**config.mk**
```make
export PLATFORM = sky130hd
export DESIGN_NAME = arbiter_round_robin
export DESIGN_NICKNAME = d
export VERILOG_FILES = /design/src/rtl/arbiter_pkg.sv /design/src/rtl/arbiter_rr_pick.sv /design/src/rtl/arbiter_round_robin.sv
export SDC_FILE = /design/constraint.sdc
export NUM_CORES = 1
export LEC_CHECK = 0
export BUFFER_PORTS_ARGS = -buffer_cell sky130_fd_sc_hd__buf_2
export CORE_UTILIZATION = 49
export CTS_CLUSTER_DIAMETER = 150
export DETAILED_ROUTE_END_ITERATION = 10
export PLACE_DENSITY_LB_ADDON = 0.05
export SYNTH_ARGS = -nofsm -noshare
export SYNTH_HDL_FRONTEND = slang
export SYNTH_SLANG_ARGS = --single-unit
```
**constraint.sdc**
```tcl
create_clock -name clk -period 2.9 [get_ports clk]
set_clock_uncertainty 0.2 [all_clocks]
set_input_delay 0.145 -clock clk [delete_from_list [all_inputs] [get_ports clk]]
set_output_delay 0.145 -clock clk [all_outputs]
set_load 0.03 [all_outputs]
```
**src/rtl/arbiter_pkg.sv**
```systemverilog
// Shared types and helpers for the round-robin arbiter.
// Build option: ARB_LOCK_EN (see arbiter_round_robin.sv).
package arbiter_pkg;

  // Arbiter FSM encoding.
  typedef enum logic {
    ARB_IDLE = 1'b0,
    ARB_OWN  = 1'b1
  } arb_state_t;

  // Width of a requester index for n requesters; never narrower than one bit.
  function automatic int idx_width(input int n);
    return (n <= 2) ? 1 : $clog2(n);
  endfunction

  // Width of a counter that must hold values 0..max_val.
  function automatic int cnt_width(input int max_val);
    return (max_val <= 1) ? 1 : $clog2(max_val + 1);
  endfunction

endpackage : arbiter_pkg

```
**src/rtl/arbiter_rr_pick.sv**
```systemverilog
// Combinational round-robin pick: finds the first set request searching
// upward from a start index with wrap-around. The request vector is rotated
// so the start index lands on bit 0, priority-encoded, and the offset is
// added back to the start index.
module arbiter_rr_pick
  import arbiter_pkg::*;
#(
  parameter int N = 4,
  parameter int W = idx_width(N)
) (
  input  logic [N-1:0] req,
  input  logic [W-1:0] start,
  output logic         found,
  output logic [W-1:0] winner
);

  logic [N-1:0] req_rot;
  logic [W-1:0] offset;
  logic         any_set;

  // Index arithmetic modulo N with an explicit compare, so non-power-of-two
  // N wraps correctly.
  function automatic int wrap_add(input int a, input int b);
    int sum;
    sum = a + b;
    return (sum >= N) ? (sum - N) : sum;
  endfunction

  // Rotate so that the start index becomes bit 0.
  always_comb begin
    req_rot = '0;
    for (int i = 0; i < N; i++) begin
      req_rot[i] = req[wrap_add(int'(start), i)];
    end
  end

  // Lowest set bit of the rotated vector is the closest requester after start.
  always_comb begin
    any_set = 1'b0;
    offset  = '0;
    for (int i = 0; i < N; i++) begin
      if (!any_set && req_rot[i]) begin
        any_set = 1'b1;
        offset  = W'(i);
      end
    end
  end

  // Map the offset back to an absolute requester index.
  always_comb begin
    found  = any_set;
    winner = '0;
    if (any_set) begin
      winner = W'(wrap_add(int'(start), int'(offset)));
    end
  end

endmodule : arbiter_rr_pick

```
**src/rtl/arbiter_round_robin.sv**
```systemverilog
// Round-robin arbiter with registered one-hot grant and a per-tenure hold
// limit. A released tenure hands over to the next winner on the same edge,
// so there is no idle cycle between owners.
// Build option ARB_LOCK_EN: adds a lock input that lets a still-requesting
// owner keep the grant past the hold limit.
//
// state    | meaning
// ---------+-----------------------------------------------
// ARB_IDLE | no owner, grant outputs all zero
// ARB_OWN  | grant held by grant_id, hold_cnt counts tenure
module arbiter_round_robin
  import arbiter_pkg::*;
#(
  parameter int N        = 4,
  parameter int MAX_HOLD = 8
) (
  input  logic                    clk,
  input  logic                    rst,
  input  logic [N-1:0]            req,
`ifdef ARB_LOCK_EN
  input  logic                    lock,
`endif
  output logic [N-1:0]            grant,
  output logic                    grant_valid,
  output logic [idx_width(N)-1:0] grant_id
);

  localparam int W  = idx_width(N);
  localparam int HW = cnt_width(MAX_HOLD);
  localparam logic [HW-1:0] HOLD_LAST = HW'(MAX_HOLD - 1);
  localparam logic [W-1:0]  IDX_LAST  = W'(N - 1);

  arb_state_t    state_q, state_d;
  logic [N-1:0]  grant_q, grant_d;
  logic          valid_q, valid_d;
  logic [W-1:0]  id_q, id_d;
  logic [W-1:0]  ptr_q, ptr_d;
  logic [HW-1:0] hold_q, hold_d;

  logic          pick_found;
  logic [W-1:0]  pick_winner;
  logic          owner_req;
  logic          hold_hit;
  logic          lock_keep;
  logic          release_own;

  // The owner sits at ptr-1, so searching from ptr gives it lowest priority
  // while still letting it win when nobody else is requesting.
  arbiter_rr_pick #(
    .N (N),
    .W (W)
  ) u_pick (
    .req    (req),
    .start  (ptr_q),
    .found  (pick_found),
    .winner (pick_winner)
  );

  assign owner_req = req[id_q];
  assign hold_hit  = (hold_q == HOLD_LAST);

`ifdef ARB_LOCK_EN
  assign lock_keep = lock & owner_req;
`else
  assign lock_keep = 1'b0;
`endif

  // Owner drop and hold expiry collapse into one release event.
  assign release_own = !owner_req || (hold_hit && !lock_keep);

  // Next-state, next-grant and rotation pointer.
  always_comb begin
    state_d = state_q;
    grant_d = grant_q;
    valid_d = valid_q;
    id_d    = id_q;
    ptr_d   = ptr_q;
    hold_d  = hold_q;

    unique case (state_q)
      ARB_IDLE: begin
        if (pick_found) begin
          state_d = ARB_OWN;
          grant_d = N'(1) << pick_winner;
          valid_d = 1'b1;
          id_d    = pick_winner;
          hold_d  = '0;
          ptr_d   = (pick_winner == IDX_LAST) ? '0 : pick_winner + 1'b1;
        end else begin
          grant_d = '0;
          valid_d = 1'b0;
          id_d    = '0;
          hold_d  = '0;
        end
      end

      ARB_OWN: begin
        if (!release_own) begin
          // Saturate rather than wrap; only reachable at the limit under lock.
          hold_d = hold_hit ? hold_q : hold_q + HW'(1);
        end else if (pick_found) begin
          state_d = ARB_OWN;
          grant_d = N'(1) << pick_winner;
          valid_d = 1'b1;
          id_d    = pick_winner;
          hold_d  = '0;
          ptr_d   = (pick_winner == IDX_LAST) ? '0 : pick_winner + 1'b1;
        end else begin
          state_d = ARB_IDLE;
          grant_d = '0;
          valid_d = 1'b0;
          id_d    = '0;
          hold_d  = '0;
        end
      end

      default: begin
        state_d = ARB_IDLE;
        grant_d = '0;
        valid_d = 1'b0;
        id_d    = '0;
        hold_d  = '0;
      end
    endcase
  end

  // State register with synchronous reset.
  always_ff @(posedge clk) begin
    if (rst) begin
      state_q <= ARB_IDLE;
      grant_q <= '0;
      valid_q <= 1'b0;
      id_q    <= '0;
      ptr_q   <= '0;
      hold_q  <= '0;
    end else begin
      state_q <= state_d;
      grant_q <= grant_d;
      valid_q <= valid_d;
      id_q    <= id_d;
      ptr_q   <= ptr_d;
      hold_q  <= hold_d;
    end
  end

  assign grant       = grant_q;
  assign grant_valid = valid_q;
  assign grant_id    = id_q;

endmodule : arbiter_round_robin

```
==> Yosys cells after proc, flatten, opt, wreduce, memory -nomap -nowiden <==
Index checks and enable logic that the tools add are counted.
{ "word_totals": {"regBits": 14, "latchBits": 0, "ram_bits": 0, "romBits": 0, "in_bits": 6, "wordCells": 86, "mem_count": 0} }
{ "classes": {"add_sub_neg": 11, "mul": 0, "div_mod_pow": 0, "magnitude_cmp": 10, "n_eq_ne": 4, "shifts": 1, "mux": 45, "n_bitwise": 1, "n_reduce_logical": 8} }
{ "op_table": {"columns": ["operator", "n"], "rows": [
  ["$lt 32x4->1 const B", 4],
  ["$mux 32", 4],
  ["$ge 32x4->1 const B", 3],
  ["$sub 32x4->32 const B", 3],
  ["$mux 2", 9],
  ["$mux 1", 17],
  ["$mux 4", 4],
  ["$pmux 4 s2", 2],
  ["$bmux 1 s2", 5],
  ["$pmux 2 s2", 2],
  ["$add 2x2->3 const B", 2],
  ["$add 4x1->4 const B", 1],
  ["$eq 4x3->1 const B", 1],
  ["$logic_not 1->1", 4],
  ["$pmux 1 s2", 2],
  ["$shl 1x2->4 const A", 1],
  ["$sub 2x3->4 const B", 1],
  ["$add 2x1->3 const B", 1],
  ["$add 2x2->3", 1],
  ["$ge 2x3->1 const B", 1],
  ["$ge 3x3->1 const B", 1],
  ["$logic_and 1x1->1", 3],
  ["$lt 2x3->1 const B", 1],
  ["$ne 3x2->1 const B", 1],
  ["6 further kinds", 6]
]} }

==> Logic depth before layout (Yosys ltp) <==
Gate-level depths: netlist of the first run.
{ "depth": {"word_depth": 24, "ltp_mapped": 12, "mapped_depth_nobuf": 11} }

==> Hierarchy <==
A second synthesis of the first run with hierarchy kept.
{ "unflattened": {"cells_unflattened": 100, "area_unflattened_um2": 955.9} }
{ "by_module_without_submodules": {"columns": ["mod", "n_inst", "cells_each", "area_each_um2", "seq_area_each_um2"], "rows": [
  ["arbiter_round_robin", 1, 71, 737.0, 280.3],
  ["arbiter_rr_pick", 1, 29, 219.0, 0.0]
]} }

==> Least setup slack after synthesis of the first run <==
No wires, ideal clock.
{ "synth_path": {"path_type": "register to register", "from": "register ptr_q[0]", "to": "register ptr_q[1]", "setup_ns": 0.119, "arrival_time_ns": 2.401, "required_ns": 2.581, "slack_ns": 0.180, "path_stages_with_launch": 11, "synth_period_minus_slack_ns": 2.720, "cell_sequence": "dfxtp_1 -> buf_2 -> or4_2 -> o2111ai_1 -> ha_1 -> xor2_1 -> or3_4 -> and2_2 -> ha_1 -> nand4b_1 -> nand2_1"} }
{ "synth_between": {"elab_chain_cells": 24, "elab_cells_between_ends": 51, "cone_classes": "10 x add/sub; 5 x order compare; 1 x eq/ne; 29 x mux; 6 x reduce/logical"} }
{ "synth_lines": {"columns": ["element", "line_no", "text"], "rows": [
  ["start, declared", "arbiter_round_robin.sv:37", "logic [W-1:0] ptr_q, ptr_d;"],
  ["start signal, assigned", "arbiter_round_robin.sv:141", "ptr_q <= ptr_d;"],
  ["parallel branches: the longest is 21 deep, another holds $sub 32x4->32", null, null],
  ["$mux 2 *", "arbiter_round_robin.sv:82, arbiter_round_robin.sv:101", null],
  ["$mux 2", "arbiter_round_robin.sv:98", "if (!release_own) begin"],
  ["$pmux 2 s2 *", "arbiter_round_robin.sv:80", "unique case (state_q)"]
]} }
Mark *: on every way between the ends. The select of a mux whose other input is x is not followed.
A chain may end at the register's enable or synchronous reset.

==> Final worst setup path of the first run <==
Same ends and word-level chain as after synthesis.

==> results of run 1 <==
[final timing paths]
kind	from	end	slack [ns]	depth (start not counted)
hold / removal	rst	grant_id[0]$_SDFFE_PP0N_	0.03	2
hold reg to reg	grant[1]$_SDFFE_PP0N_	grant[1]$_SDFFE_PP0N_	0.25	2
setup / recovery	ptr_q[0]$_SDFFE_PP0P_	ptr_q[1]$_SDFFE_PP0P_	0.25	9
setup reg to reg	ptr_q[0]$_SDFFE_PP0P_	ptr_q[1]$_SDFFE_PP0P_	0.25	9
[critical path: cells and delay by family (launching register included)]
| family | cells | cell delay (ns) |
|---|---|---|
| AO/OA/AOI/OAI | 1 | 0.10 |
| AND/OR/NAND/NOR | 5 | 1.40 |
| flip-flops | 1 | 0.31 |
| adder cells (fa/ha/maj) | 2 | 0.47 |
| XOR/XNOR | 1 | 0.08 |
[flip-flops by register name, summed over array words and instances (netlist names)]
| register | flops |
|---|---|
| grant | 4 |
| grant_id | 2 |
| grant_valid | 1 |
| hold_q | 4 |
| ptr_q | 2 |
| state_q | 1 |
[metal layers]
| metal | vias to the layer above | wire [um] |
|---|---|---|
| li1 | 361 | - |
| met1 | 332 | 790 |
| met2 | 12 | 718 |
| met3 | 0 | 51 |
| met4 | 0 | 0 |
| met5 | - | 0 |
[per-stage QoR]
stage,worst slack [ns],utilization [%]
CTS,0.240,57.9
global route,0.0945,57.9
floorplan,0.180,-
global placement,0.280,55.6
detailed placement,0.240,55.6
finish,0.252,57.9
[cells in the final DEF (no fill, tap or decap), types with 2 or more instances in the layout]
master / n
dfxtp_1: 14
a21oi_1: 7
nand2_1: 12
buf_2: 12
ha_1: 6
nor3b_1: 2
o21ai_0: 2
xor2_1: 2
clkbuf_4: 3
nor3_1: 3
nor2_1: 8
nor4_1: 3
nand3_1: 5
nor4b_1: 2
[kinds of logic (layout without fill, tap and decap cells)]
family / Yosys count / in the layout
AND/OR/NAND/NOR: 44 / 44
XOR/XNOR: 3 / 3
adder cells (fa/ha/maj): 6 / 6
buffers and inverters: 10 / 18
multiplexers: 2 / 2
flip-flops: 14 / 14
AO/OA/AOI/OAI: 16 / 16
[power by group through the flow]
stage	sequential (mW)	clock, mW	combinational (mW)
after global placement	0.277	0	0.380
after CTS	0.275	0.143	0.392
after global routing	0.280	0.154	0.434
final	0.275	0.136	0.390
after floorplan	0.330	0	0.258
after detailed placement	0.279	0	0.390
[area by class of cell]
cell class                 instances  share of cell area [%]
multi-input combinational         71                    55.3
sequential                        14                    30.7
timing repair buffer              13                    7.40
clock buffer                       4                    3.97
tap                               16                    2.19
inverter                           1                   0.411
==> run summary, run 1 <==
Synth Area in Compound Gates = 13.3%
final total power = 801 uW
Seq pwr share = 34.3%
vias in the first global route = 618
# Post-CTS Setup Buffers = 0
number of iterations in the first detailed-routing pass = 7
most frequent cell after synthesis = dfxtp_1
drt total wl = 1560 um
Final Instance Count excl. Fillers = 119
synthesized area per cell = 9.01 sq um
Final HPWL DP = 1140 um
Core ar. = 1580 sq um
Power Internal = 468 uW
multiplexer share of the synthesized area = 5.70%
largest net degree at the start of global routing = 16
depth of the CTS H-tree = 1
Final Max Slew Viols = 0
pwr dens = 877 nW/um^2
status = complete, but fails checks
fin nets = 116
Worst-Skew Late Latency = 0.27 ns
Iteration-0 DRC Markers = 8
Placed Area = 877 sq um
Sink Count = 14
Fin Setup TNS = 0 ns
routed vias/inst = 5.92
crit start category = flop
Die Y = 43.8 um
number of hold buffers added after CTS = 0
Synth Area in XOR/XNOR = 3.07%
yosys warns = 0
unrepaired setup endpoints after global routing = no
arrival time at the worst endpoint = 2.62 ns
number of synthesized register bits = 14
GRT met3 Usage = 6.25%
worst vdd ir = 0.458 mV
leakage power = 0.390 nW
n_diodes = 0
Main synth FF type = dfxtp_1
starting density of the core = 54.3%
P&R area growth vs syn = 6.73%
sequential-to-total area share from yosys stat = 32.7%
GP Congestion = 0.767
Worst Tran Pin Value = 0.678 ns
simple-gate share of the synthesized area = 28.2%
slowest stage delay, CP = 0.65 ns
CP required = 2.87 ns
CP Class = reg -> reg
post-layout instance area = 913 sq um
GR Layer Usage met2 = 28.4%
clock share of power = 17.0%
syn_nets = 107
Post-synth EDFFs = 0
Yosys cell types = 36
sw frac = 41.6%
Placed Instances = 115
Syn Inst Count = 95
met1 GRT Util = 24.5%
average wire per standard cell = 13.1 um
ANT nets after route = 0
violated checks = design-rule violations
top post-synthesis cells by area = dfxtp_1, ha_1, nand2_1, a21oi_1, buf_6
layout cells sized above 1 = 23.3%
Crit path top cell by count = ha_1
CTS clock-pin slew for the worst setup and hold paths = 0.08 ns
Hold WS = 0.0270 ns
Async SR Flop Fraction = 0%
CP endpoint kind = flop
# DRC = 1
area leader, netlist = dfxtp_1
Max Cap Viol = 0
buffer levels on the longest clock path = 2
worst min path class = in -> reg
Peak Freq = 378 MHz
area occupied by registers = 280 sq um
P_sw = 333 uW
Max stage delay cell, worst path = or4_2
first-pass GRT wire length = 2570 um
combinational power share = 48.7%
Final setup violation count = 0
Synth top area share = 32.7%
synth cell count leaders = dfxtp_1, nand2_1, nor2_1, a21oi_1, ha_1
number of buffers created by CTS = 3
Resize count post-CTS = 0
CP max FO = 3
DIE AREA = 1920 sq um
CTS tree = yes
Hold Vio Cnt, Final = 0
Total Routing Usage GR = 18.0%
min Tclk post-route = 2.65 ns
largest family of logic cells by synthesized area = simple AND/OR/NAND/NOR gates
die width = 43.8 um
Adder-Cell Fraction of Synth Area = 8.77%
final worst-path cycle share = 91.3%
Worst slew margin = 54.7%
via count = 705
Row Count = 14
GRT Residual Overflow = 0
I/O Buffers = 12
Root Buffer = clkbuf_4
GRT busiest layer = met2
IO Count = 13
footprint of the multi-input gates = 505 sq um
crit-path cells = or4_2, o2111ai_1, ha_1, xor2_1, or3_4, and2_2, ha_1, nand4b_1, nand2_1
filler instances = 149
Mapped Area = 856 sq um
initial antenna violation count = 0
No activity file was read; power rests on OpenSTA's default activity.
==> run 2: changes to the inputs <==
- CORE_UTILIZATION: 49 -> 54
- CTS_CLUSTER_DIAMETER: 150 -> 60
- clock period: 2.9 -> 2.5 ns (I/O delays scaled with it)
==> run 2 against run 1 <==
Worst hold slack better by 0.11 ns. Via count is 3.5% higher. Routed wire length is 7.4% higher. Critical path depth stayed put. Sequential power is 21% higher. Worst setup slack worse by 0.17 ns. Non-clock buffer count is 7 higher. The flow now finishes without violations. Global-route usage is 4.0 points higher.
==> run summary, run 2 (synthesized netlist as in run 1, its figures left out) <==
status = completed (was complete, but fails checks)
Worst Tran Pin Value = 0.689 ns (was 0.678 ns)
I/O Buffers = 12 (unchanged)
GRT Residual Overflow = 0 (unchanged)
crit-path cells = or4_4, o2111ai_2, ha_2, xor2_2, or3_4, and2_4, ha_4, nand4b_1, nand2_1 (was or4_2, o2111ai_1, ha_1, xor2_1, or3_4, and2_2, ha_1, nand4b_1, nand2_1)
Final Max Slew Viols = 0 (unchanged)
IO Count = 13 (unchanged)
first-pass GRT wire length = 2970 um (was 2570 um)
n_diodes = 0 (unchanged)
DIE AREA = 1750 sq um (was 1920 sq um)
Fin Setup TNS = 0 ns (unchanged)
GRT met3 Usage = 1.30% (was 6.25%)
GRT busiest layer = met2 (unchanged)
leakage power = 0.429 nW (was 0.390 nW)
slowest stage delay, CP = 0.47 ns (was 0.65 ns)
Worst-Skew Late Latency = 0.27 ns (about the same)
met1 GRT Util = 27.9% (was 24.5%)
Final HPWL DP = 1220 um (was 1140 um)
internal reg-to-reg setup slack = 0.09 ns (was 0.25 ns)
crit start category = flop (unchanged)
CP required = 2.52 ns (was 2.87 ns)
HP Start = req[3] (was rst)
initial antenna violation count = 0 (unchanged)
GP Congestion = 0.739 (was 0.767)
Max stage delay cell, worst path = or4_4 (was or4_2)
largest net degree at the start of global routing = 16 (unchanged)
worst vdd ir = 0.491 mV (was 0.458 mV)
commonest non-fill, non-tap cell in the layout = dfxtp_1 (unchanged)
GR Layer Usage met2 = 35.9% (was 28.4%)
Total Routing Usage GR = 22.0% (was 18.0%)
FF-to-FF End = ptr_q[1]$_SDFFE_PP0P_ (unchanged)
drt total wl = 1680 um (was 1560 um)
Sink Count = 14 (unchanged)
die width = 41.8 um (was 43.8 um)
Placed Instances = 119 (was 115)
Final WS setup = 0.0851 ns (was 0.252 ns)
vias in the first global route = 709 (was 618)
Root Buffer = clkbuf_4 (unchanged)
hold path depth = 4 (was 2)
Max Cap Viol = 0 (unchanged)
layout cells sized above 1 = 31.8% (was 23.3%)
starting density of the core = 57.5% (was 54.3%)
P_sw = 412 uW (was 333 uW)
routed vias/inst = 5.79 (was 5.92)
Power Internal = 588 uW (was 468 uW)
number of buffers created by CTS = 3 (unchanged)
clock share of power = 15.9% (was 17.0%)
arrival time at the worst endpoint = 2.44 ns (was 2.62 ns)
Row Count = 14 (unchanged)
Hold WS = 0.132 ns (was 0.0270 ns)
Core ar. = 1490 sq um (was 1580 sq um)
sw frac = 41.2% (was 41.6%)
worst min path class = in -> reg (unchanged)
Worst slew margin = 53.9% (was 54.7%)
Final setup violation count = 0 (unchanged)
CTS clock-pin slew for the worst setup and hold paths = 0.09 ns (was 0.08 ns)
Peak Freq = 414 MHz (was 378 MHz)
number of iterations in the first detailed-routing pass = 4 (was 7)
Final Instance Count excl. Fillers = 126 (was 119)
# DRC = 0 (was 1)
buffer levels on the longest clock path = 2 (unchanged)
fin nets = 123 (was 116)
Hold Vio Cnt, Final = 0 (unchanged)
CP Class = reg -> reg (unchanged)
CP max FO = 7 (was 3)
Setup Slack @ Placement = 0.0170 ns (was 0.240 ns)
P&R area growth vs syn = 17.4% (was 6.73%)
CP endpoint kind = flop (unchanged)
unrepaired setup endpoints after global routing = no (unchanged)
Iteration-0 DRC Markers = 10 (was 8)
combinational power share = 50.8% (was 48.7%)
depth of the CTS H-tree = 1 (unchanged)
most frequent cells in the layout = dfxtp_1, nand2_1, buf_2 (unchanged)
Critical R2R Launch = ptr_q[0]$_SDFFE_PP0P_ (unchanged)
sink of the worst hold path = state_q$_SDFF_PP0_ (was grant_id[0]$_SDFFE_PP0N_)
average wire per standard cell = 13.3 um (was 13.1 um)
Die Y = 41.8 um (was 43.8 um)
Seq pwr share = 33.3% (was 34.3%)
final worst-path cycle share = 96.6% (was 91.3%)
ANT nets after route = 0 (unchanged)
CTS tree = yes (unchanged)
min Tclk post-route = 2.41 ns (was 2.65 ns)
pwr dens = 995 nW/um^2 (was 877 nW/um^2)
via count = 730 (was 705)
R2R depth = 9 (unchanged)
run 2: changes by cell type in the layout (fill, tap and decap cells not counted), sizes merged:
cell and change:
buf +6, dlygate4sd3 +1
run 2: metal layers:
metal | routed length (um) | vias up
met4 | 32 | 0
met1 | 790 | 344
met3 | 18 | 4
met2 | 833 | 11
met5 | 0 | -
li1 | - | 371
run 2: power groups by stage:
stage          clock [mW]  combinational (mW)  sequential [mW]
2_1_floorplan           0               0.341            0.386
3_3_place_gp            0               0.475            0.331
3_5_place_dp            0               0.481            0.335
4_1_cts             0.165               0.487            0.330
5_1_grt             0.173               0.567            0.341
6_report            0.159               0.508            0.333
run 2: area by class of cell:
| cell class | instances | area (sq um) |
|---|---|---|
| multi-input cells | 71 | 538 |
| fillers | 133 | 484 |
| flip-flops and latches | 14 | 284 |
| repair buffers | 20 | 123 |
| clock buffers | 4 | 36.3 |
| well taps | 16 | 20.0 |
| inverters | 1 | 3.75 |
run 2: worst max path at each step:
stage                     startpoint               endpoint  slack (ns)  cells past startpoint
2_1_floorplan  ptr_q[0]$_SDFFE_PP0P_  ptr_q[1]$_SDFFE_PP0P_        0.02                     10
3_3_place_gp   ptr_q[0]$_SDFFE_PP0P_  ptr_q[1]$_SDFFE_PP0P_        0.05                     10
3_5_place_dp   ptr_q[0]$_SDFFE_PP0P_  ptr_q[1]$_SDFFE_PP0P_        0.02                     10
4_1_cts        ptr_q[0]$_SDFFE_PP0P_  ptr_q[1]$_SDFFE_PP0P_       0.002                      9
5_1_grt        ptr_q[0]$_SDFFE_PP0P_  ptr_q[1]$_SDFFE_PP0P_       0.008                      9
6_report       ptr_q[0]$_SDFFE_PP0P_  ptr_q[1]$_SDFFE_PP0P_        0.09                      9
run 2: critical path: cells and delay by family (launching register included):
kind	cells	cell delay, ns
adder cells (fa/ha/maj)	2	0.46
AO/OA/AOI/OAI	1	0.07
flip-flops	1	0.37
AND/OR/NAND/NOR	5	1.18
XOR/XNOR	1	0.07
run 2: what timing repair did:
item / in CTS / in global routing
resized for setup: 1 / 2
endpoints found under the setup margin: 1 / 3
pin swaps: 0 / 4
hold buffers: 1 / 0
endpoints found under the hold margin: 5 / 0
buffers inserted: 0 / 2
run 2: per-stage QoR:
stage	utilization (%)	area (sq um)	power, mW
after global placement	62.7	933	0.806
after detailed placement	62.7	933	0.817
after global routing	67.5	1000	1.08
final	67.5	1000	1.00
after floorplan	-	888	0.727
after CTS	65.8	980	0.983
